--- src/rtl/b02_seq_ctrl_pkg.sv ---
// Shared types and defaults for the b02 sequencing controller.
// Optional word counter output is enabled with B02_SEQ_CTRL_WCNT_EN.
package b02_seq_pkg;

    localparam int WORD_W_DEF    = 8;
    localparam int CNT_W_DEF     = 4;
    localparam int DRAIN_CYC_DEF = 2;

    typedef enum logic [2:0] {
        IDLE,
        CLR,
        SHIFT,
        DRAIN,
        RESULT
    } seq_state_e;

    // Index width for counting n items; never returns less than 1 bit.
    function automatic int clog2(input int n);
        int r;
        r = 1;
        while ((1 << r) < n) begin
            r = r + 1;
        end
        return r;
    endfunction

endpackage

--- src/rtl/b02_seq_ctrl_if.sv ---
// Word-in / result-out valid-ready handshakes of the b02 sequencing controller.
// The slave modport is the controller side, the master modport its environment.
interface b02_seq_ctrl_if
    import b02_seq_pkg::*;
#(
    parameter int WORD_W = WORD_W_DEF,
    parameter int CNT_W  = CNT_W_DEF
);

    logic              in_valid;
    logic              in_ready;
    logic [WORD_W-1:0] in_word;
    logic              out_valid;
    logic              out_ready;
    logic [CNT_W-1:0]  out_count;
    logic              out_hit;

    modport master (
        output in_valid,
        output in_word,
        output out_ready,
        input  in_ready,
        input  out_valid,
        input  out_count,
        input  out_hit
    );

    modport slave (
        input  in_valid,
        input  in_word,
        input  out_ready,
        output in_ready,
        output out_valid,
        output out_count,
        output out_hit
    );

endinterface

--- src/rtl/b02_seq_ctrl_piso.sv ---
// Parallel-load, MSB-first shift register feeding the recognizer line.
// last_o flags that serial_o currently presents the final bit of the word.
module b02_seq_piso
    import b02_seq_pkg::*;
#(
    parameter int WORD_W = WORD_W_DEF
) (
    input  logic              clock,
    input  logic              nRESET_G,
    input  logic              load,
    input  logic [WORD_W-1:0] load_word,
    input  logic              shift_en,
    output logic              serial_o,
    output logic              last_o
);

    localparam int IDX_W = clog2(WORD_W);

    logic [WORD_W-1:0] sreg;
    logic [IDX_W-1:0]  idx;

    always_ff @(posedge clock) begin
        if (!nRESET_G) begin
            sreg <= '0;
            idx  <= '0;
        end else if (load) begin
            sreg <= load_word;
            idx  <= '0;
        end else if (shift_en) begin
            sreg <= {sreg[WORD_W-2:0], 1'b0};
            idx  <= idx + 1'b1;
        end
    end

    assign serial_o = sreg[WORD_W-1];
    assign last_o   = (idx == IDX_W'(WORD_W - 1));

endmodule

--- src/rtl/b02_seq_ctrl.sv ---
// Sequencing controller: clears the b02 recognizer, shifts a word onto its line,
// counts U_REG pulses and returns one result per word. Define B02_SEQ_CTRL_WCNT_EN for word_cnt_o.
module b02_seq_ctrl
    import b02_seq_pkg::*;
#(
    parameter int WORD_W    = WORD_W_DEF,
    parameter int CNT_W     = CNT_W_DEF,
    parameter int DRAIN_CYC = DRAIN_CYC_DEF
) (
    input  logic          clock,
    input  logic          nRESET_G,
    b02_seq_ctrl_if.slave bus,
    output logic          linea_o,
    output logic          rec_nreset_o,
    input  logic          u_reg_i,
    output logic          busy
`ifdef B02_SEQ_CTRL_WCNT_EN
    ,
    output logic [15:0]   word_cnt_o
`endif
);

    localparam int               DRAIN_W = clog2(DRAIN_CYC);
    localparam logic [CNT_W-1:0] CNT_MAX = '1;

    seq_state_e         state;
    logic [CNT_W-1:0]   cnt_q;
    logic [CNT_W-1:0]   cnt_next;
    logic               hit_q;
    logic               tail_q;
    logic [DRAIN_W-1:0] drain_cnt;
    logic               piso_load;
    logic               piso_shift;
    logic               piso_serial;
    logic               piso_last;
    logic               accept;

    assign accept     = bus.in_valid && bus.in_ready;
    assign piso_load  = accept;
    assign piso_shift = (state == CLR) || ((state == SHIFT) && !tail_q);

    b02_seq_piso #(
        .WORD_W(WORD_W)
    ) u_piso (
        .clock    (clock),
        .nRESET_G (nRESET_G),
        .load     (piso_load),
        .load_word(bus.in_word),
        .shift_en (piso_shift),
        .serial_o (piso_serial),
        .last_o   (piso_last)
    );

    // Detections are only counted while the line is being driven or drained.
    always_comb begin
        cnt_next = cnt_q;
        if (((state == SHIFT) || (state == DRAIN)) && u_reg_i && (cnt_q != CNT_MAX)) begin
            cnt_next = cnt_q + 1'b1;
        end
    end

    // linea_o is loaded one edge ahead from the shifter; tail_q marks that the last bit is on the line.
    always_ff @(posedge clock) begin
        if (!nRESET_G) begin
            state     <= IDLE;
            linea_o   <= 1'b0;
            cnt_q     <= '0;
            hit_q     <= 1'b0;
            tail_q    <= 1'b0;
            drain_cnt <= '0;
        end else begin
            cnt_q <= cnt_next;
            hit_q <= (cnt_next != '0);
            case (state)
                IDLE: begin
                    if (bus.in_valid) begin
                        state   <= CLR;
                        cnt_q   <= '0;
                        hit_q   <= 1'b0;
                        linea_o <= 1'b0;
                        tail_q  <= 1'b0;
                    end
                end
                CLR: begin
                    state   <= SHIFT;
                    linea_o <= piso_serial;
                    tail_q  <= piso_last;
                end
                SHIFT: begin
                    if (tail_q) begin
                        state     <= DRAIN;
                        linea_o   <= 1'b0;
                        drain_cnt <= '0;
                    end else begin
                        linea_o <= piso_serial;
                        tail_q  <= piso_last;
                    end
                end
                DRAIN: begin
                    if (drain_cnt == DRAIN_W'(DRAIN_CYC - 1)) begin
                        state <= RESULT;
                    end else begin
                        drain_cnt <= drain_cnt + 1'b1;
                    end
                end
                RESULT: begin
                    if (bus.out_ready) begin
                        state <= IDLE;
                    end
                end
                default: begin
                    state <= IDLE;
                end
            endcase
        end
    end

    assign bus.in_ready  = nRESET_G && (state == IDLE);
    assign bus.out_valid = (state == RESULT);
    assign bus.out_count = cnt_q;
    assign bus.out_hit   = hit_q;
    assign busy          = (state != IDLE);
    assign rec_nreset_o  = nRESET_G && (state != CLR);

`ifdef B02_SEQ_CTRL_WCNT_EN
    // Completed result transfers since reset, wrapping at 16 bits.
    always_ff @(posedge clock) begin
        if (!nRESET_G) begin
            word_cnt_o <= '0;
        end else if (bus.out_valid && bus.out_ready) begin
            word_cnt_o <= word_cnt_o + 16'd1;
        end
    end
`endif

endmodule

--- src/flat_wrapper.sv ---
// flat-port wrapper written by rule: the top's interface ports become plain ports
module b02_seq_ctrl_flat import b02_seq_pkg::*;
#(
    parameter int WORD_W    = WORD_W_DEF,
    parameter int CNT_W     = CNT_W_DEF,
    parameter int DRAIN_CYC = DRAIN_CYC_DEF
)
  (clock, nRESET_G, linea_o, rec_nreset_o, u_reg_i, busy, bus_in_valid, bus_in_word, bus_out_ready, bus_in_ready, bus_out_valid, bus_out_count, bus_out_hit);
  b02_seq_ctrl_if #(.WORD_W(WORD_W), .CNT_W(CNT_W)) bus_i ();
  input  logic clock;
  input  logic nRESET_G;
  output logic linea_o;
  output logic rec_nreset_o;
  input  logic u_reg_i;
  output logic busy;
  input wire logic [$bits(bus_i.in_valid)-1:0] bus_in_valid;
  input wire logic [$bits(bus_i.in_word)-1:0] bus_in_word;
  input wire logic [$bits(bus_i.out_ready)-1:0] bus_out_ready;
  output wire logic [$bits(bus_i.in_ready)-1:0] bus_in_ready;
  output wire logic [$bits(bus_i.out_valid)-1:0] bus_out_valid;
  output wire logic [$bits(bus_i.out_count)-1:0] bus_out_count;
  output wire logic [$bits(bus_i.out_hit)-1:0] bus_out_hit;
  assign bus_i.in_valid = bus_in_valid;
  assign bus_i.in_word = bus_in_word;
  assign bus_i.out_ready = bus_out_ready;
  assign bus_in_ready = bus_i.in_ready;
  assign bus_out_valid = bus_i.out_valid;
  assign bus_out_count = bus_i.out_count;
  assign bus_out_hit = bus_i.out_hit;
  b02_seq_ctrl #(.WORD_W(WORD_W), .CNT_W(CNT_W), .DRAIN_CYC(DRAIN_CYC)) u_core (.clock(clock), .nRESET_G(nRESET_G), .bus(bus_i), .linea_o(linea_o), .rec_nreset_o(rec_nreset_o), .u_reg_i(u_reg_i), .busy(busy));
endmodule
--- config.mk ---
export PLATFORM = sky130hd
export DESIGN_NAME = b02_seq_ctrl_flat
export DESIGN_NICKNAME = d
export VERILOG_FILES = /design/src/rtl/b02_seq_ctrl_pkg.sv /design/src/rtl/b02_seq_ctrl_if.sv /design/src/rtl/b02_seq_ctrl_piso.sv /design/src/rtl/b02_seq_ctrl.sv /design/src/flat_wrapper.sv
export SDC_FILE = /design/constraint.sdc
export NUM_CORES = 1
export LEC_CHECK = 0
export ABC_AREA = 0
export CAP_MARGIN = 40
export CORE_MARGIN = 8
export CORE_UTILIZATION = 53
export CTS_CLUSTER_SIZE = 40
export DETAILED_ROUTE_END_ITERATION = 6
export GPL_TIMING_DRIVEN = 0
export HOLD_SLACK_MARGIN = 0.05
export PLACE_DENSITY = 0.83
export SLEW_MARGIN = 20
export SYNTH_ARGS = -nofsm -noshare
export SYNTH_HDL_FRONTEND = slang
export SYNTH_SLANG_ARGS = --single-unit
--- constraint.sdc ---
create_clock -name clock -period 3.76 [get_ports clock]
set_clock_uncertainty 0.15 [all_clocks]
set_input_delay 0.752 -clock clock [delete_from_list [all_inputs] [get_ports clock]]
set_output_delay 0.752 -clock clock [all_outputs]
set_load 0.02 [all_outputs]
Word level (Yosys, flattened, before mapping)
Index checks and enable logic that the tools add are counted.

Logic and storage cells: 62. Register bits: 22. Output and inout bits: 10. Input port bits: 13.

Multiplexer cells: 20. Add/subtract/negate cells: 3. Bitwise gates (word level): 1. Eq/ne operators: 11. Reductions and logical operators: 19.

Operators with widths (number): $mux W8 (2); $pmux W3 S5 (1); $mux W3 (4); $mux W4 (3); $mux W1 (7); $eq A3 B2 Y1 const B (2); $eq A3 B3 Y1 const B (2); $logic_and A1 B1 Y1 (6); $pmux W1 S3 (2); $reduce_bool A3 Y1 (2); $add A4 B1 Y4 const B (1); $ne A2 B1 Y1 const B (2); $ne A2 B2 Y1 const B (2); $ne A4 B4 Y1 const B (1); $reduce_and A2 Y1 (2); $reduce_and A4 Y1 (1); $reduce_bool A2 Y1 (2); $reduce_bool A4 Y1 (1); $add A3 B1 Y3 const B (1); $eq A3 B1 Y1 const B (1); $logic_not A3 Y1 (1); $ne A3 B1 Y1 const B (1); $logic_or A1 B1 Y1 (2); $pmux W1 S2 (1); 4 further kinds (4).

Logic depth before layout (Yosys ltp)
Depth in word-level cells: 8. Depth in mapped cells: 6. Gate-level depth less buffers: 5.

Cells and area by module
From an unflattened synthesis, not the netlist that was laid out.

Cells, all modules: 119. Area total of the unflattened synthesis: 1148.6 µm².

Modules (own cells, without submodules): b02_seq_ctrl (cells an instance 72, area each 623.1 µm², times used 1, sequential area each 220.2 µm²); b02_seq_piso (cells an instance 47, area each 525.5 µm², times used 1, sequential area each 220.2 µm²).

Least setup slack after synthesis
No wires, ideal clock.

Kind: input-to-reg. From: in bus_in_valid. To: reg u_core.hit_q, in the netlist u_core.bus.out_hit. Setup time: 134 ps. Arrival time: 1948 ps. Data required time: 3476 ps. Path buffers: 1. Stages on the path: 5. Slack: 1528 ps. Cell sequence: or4b_4 > buf_6 > nand2_8 > nor3_2 > or4_1.

Longest elaborated chain between the ends: 2.

RTL lines: from (decl) (RTL line flat_wrapper.sv:16) `input wire logic [$bits(bus_i.in_valid)-1:0] bus_in_valid;`; $mux W1 (RTL line b02_seq_ctrl.sv:76) `if (bus.in_valid) begin`; $mux W1 (RTL line b02_seq_ctrl.sv:74) `case (state)`; to (signal assigned) (RTL line b02_seq_ctrl.sv:73) `hit_q <= (cnt_next != '0);`; to (decl) (RTL line b02_seq_ctrl.sv:29) `logic hit_q;`.

Every way passes these cells. A chain may end at the register's enable or synchronous reset.

Worst setup path in the final report
From: in nRESET_G. To: out rec_nreset_o.

Longest elaborated chain between the ends: 1.

RTL lines: from (decl) (RTL line flat_wrapper.sv:11) `input logic nRESET_G;`; $logic_and A1 B1 Y1 (RTL line b02_seq_ctrl.sv:123) `assign rec_nreset_o = nRESET_G && (state != CLR);`; to (decl) (RTL line flat_wrapper.sv:13) `output logic rec_nreset_o;`.

Every way passes these cells.

==> results.md <==
- Status: finished, final reports clean
- Psw: 0.121 mW
- Core ar.: 1920 um2
- Final GP Congestion: roughly 0.8
- Clock share of power: 22.2%
- Final Cycle Share: 92.6%
- Total CTS buffers: 3
- Combinational family with the most area after synthesis: simple AND/OR/NAND/NOR gates
- Cell family with most CP delay: buffers and inverters
- Final net count: 158
- Die ar.: 3700 um2
- Power Internal: about 0.34 mW
- Post-Synthesis Cells: between 100 and 150
- Crit path arrival time: 2.58 ns
- Post-synthesis compound-gate area fraction: between 10% and 20%
- CP peak stage delay: 0.67 ns
- Power Density: 341 nW/um2
- M3 GR Usage: under 10%
- Crit path buf inv count: 3
- Bufs on Longest Clock Path: 2
- RSZ-0062 raised after global routing: false
- Fmax achieved: between 200 and 300 MHz
- Initial antenna violation count: 0
- R2R Setup Slk: 1.73 ns
- Worst hold slack: 0.364 ns
- Post-synth EDFFs: 0
- Post-synthesis xor/xnor area fraction: less than 1%
- Yosys Warn Count: 0
- Slew headroom: 74.2%
- First-pass GRT wire length: 3640 um
- Critical Path RT: around 2.9 ns
- Final Critical Period: 3.48 ns
- DR iter-0 viols: 17
- Row cnt: 16
- Cell repeated most along the worst path: clkdlybuf4s50_1
- Hold-fix buffers at CTS: 0
- I/O pin count: 23
- Vias in the first global route: 888
- Clock Latency Late Sink: 0.30 ns
- Synth area leaders: dfxtp_1 (41%), mux2i_1 (9.4%), a21oi_1 (5.2%)
- Die H: 60.8 um
- Pins Over Slew Limit: 0
- Slowest cell on the critical path: clkdlybuf4s50_1
- Post-Route WL: 2130 um
- GRT Resource Usage Total: 12.7%
- Area grow syn2layout: 26.0%
- Net Count, Synth: roughly 130
- Total congestion overflow: 0
- Startpoint Class: input pin
- Largest net degree at the start of global routing: 12
- GRT Max-Usage Layer: met2
- Setup TNS: 0 ns
- CTS tree: done
- DP Wirelength: approximately 1700 um
- 1st-pass router iterations: 4
- Worst IR Drop VDD: 0.254 mV
- Post-Synth Simple-Gate Area: about 22%
- H-tree levels: 1
- Worst-path maximum fanout: 10
- Least-Margin Pin Slew: ~0.39 ns
- Area fraction of the dominant cell type after synthesis: 41.4%
- Netlist cell types: 38
- Synth Area per Inst: between 9 and 10 um2
- Most common flop cell mapped by yosys: dfxtp_1
- CTS Root Cell: clkbuf_4
- Mux contribution to synthesized area: 9.40%
- WL/cell: 12.8 um
- I/O Buffers: 22
- Grt met2 use: a little under a quarter
- Layout cells sized above 1: 7.14%
- Setup Fix Bufs, Post-CTS: 0
- CP Class: input pin to primary output
- CTS resizes: 0
- Diodes inserted: 0
- Sw Share: 26.5%
- Syn Std Cell Area: 1060 um2
- Final antenna-violating net count: 0
- Post-route DRC: 0
- Sequential power share: 55.7%
- Max_cap viols: 0
- Routed vias: 903
- FFs w/ async S/R, synth: 0%
- Power share of the combinational group: 22.1%
- Vias per inst: 5.41
- Endpoints failing setup: 0
- Synth Area in Adders: 3.53%
- CP Cell Sequence: clkdlybuf4s50_1 > clkbuf_1 > o21a_1 > clkdlybuf4s50_1
- Final Hold Viols: 0
- Met1 GRT Util: a little over an eighth
- HP Class: flip-flop to flip-flop
- Reg clk slew, reported paths: ~0.10 ns
- Starting Density: between 50% and 60%
- Sequential area share after synthesis: between 40% and 50%
- Die W: roughly 61 um
- Worst setup EP type: primary output
- #FFs+latches synth: 22
- Leak pwr: 0.515 nW
- Clock sinks: 22
- Yosys top cell by area: dfxtp_1
-- layout by cell type, fill, tap and decap left out, drive strengths merged, types with 3 or more instances in the layout --
| master | count |
|---|---|
| o21ai | 10 |
| or3 | 3 |
| nor2 | 5 |
| and2 | 3 |
| a21oi | 12 |
| nand2 | 8 |
| ha | 3 |
| buf | 4 |
| inv | 4 |
| clkdlybuf4s50 | 22 |
| clkbuf | 6 |
| nor2b | 3 |
| dfxtp | 22 |
| nand3 | 3 |
| mux2i | 10 |
-- metrics by stage --
stage	utilization (%)	instance area, um2	power, mW	worst slack (ns)	instances
2_1_floorplan	-	1060	0.326	1.53	115
6_report	69.8	1340	0.457	0.277	167
3_5_place_dp	68.6	1320	0.362	0.277	164
5_1_grt	69.8	1340	0.483	0.205	167
4_1_cts	69.8	1340	0.462	0.279	167
3_3_place_gp	68.6	1320	0.358	0.288	164
-- synth_stat cells (2+ instances only) --
| cell type | instances |
|---|---|
| mux2i_1 | 10 |
| o22ai_1 | 2 |
| clkbuf_1 | 3 |
| nand3_1 | 3 |
| nand3b_1 | 2 |
| o21ai_0 | 5 |
| nand2_1 | 7 |
| dfxtp_1 | 22 |
| and2_1 | 3 |
| a21oi_1 | 11 |
| nor2b_1 | 3 |
| or3_1 | 3 |
| nor2_1 | 5 |
| o21ai_1 | 5 |
| a22oi_1 | 2 |
| buf_6 | 2 |
| ha_1 | 3 |
| inv_1 | 4 |
-- cell type report --
| type | count | area (um2) |
|---|---|---|
| Sequential cell | 22 | 440 |
| Inverter | 4 | 15.0 |
| Buffer | 7 | 45.0 |
| Fill cell | 178 | 581 |
| Tap cell | 27 | 33.8 |
| Multi-Input combinational cell | 82 | 564 |
| Clock buffer | 3 | 22.5 |
| Timing Repair Buffer | 22 | 220 |
-- per-layer routing --
metal / vias up / part of all wire, %
li1: 468 / -
met1: 412 / 44
met2: 20 / 51
met3: 3 / 4.1
met4: 0 / 1.2
met5: - / 0
-- final timing paths --
path | from | to | cells past startpoint
setup / recovery | nRESET_G | rec_nreset_o | 4
hold reg to reg | u_core.u_piso.idx[2]$_SDFFE_PP0P_ | u_core.u_piso.idx[2]$_SDFFE_PP0P_ | 2
setup reg to reg | u_core.state[2]$_SDFFE_PN0P_ | u_core.bus.out_hit$_SDFF_PN0_ | 6
hold / removal | u_core.u_piso.idx[2]$_SDFFE_PP0P_ | u_core.u_piso.idx[2]$_SDFFE_PP0P_ | 2
-- logic make-up after synthesis --
kind of cell,count (synthesis)
AOI/OAI and AO/OA,31
xor gates and xnor gates,1
adders and majority gates,3
buffers and inverters,11
DFF,22
muxes,10
and+or+nand+nor,37
-- worst reg2reg max path, delay by kind of cell (launching register included) --
| kind | cells | cell delay [ns] |
|---|---|---|
| simple gates | 4 | 1.15 |
| flops | 1 | 0.33 |
| buf+inv | 2 | 0.29 |
-- power by group through the flow --
stage | Combinational, mW | Clock, mW | Sequential, mW
after global routing | 0.110 | 0.116 | 0.256
final | 0.101 | 0.102 | 0.255
after CTS | 0.102 | 0.106 | 0.255
after global placement | 0.0986 | 0 | 0.259
after floorplan | 0.0665 | 0 | 0.260
after detailed placement | 0.101 | 0 | 0.260
-- state kept, by name, indices dropped and copies added, names as in the netlist --
signal,flops
u_core.u_piso.sreg,8
u_core.bus.out_count,4
u_core.state,3
u_core.u_piso.idx,3
u_core.bus.out_hit,1
u_core.drain_cnt,1
u_core.linea_o,1
u_core.tail_q,1
No activity file was read; power rests on OpenSTA's default activity.
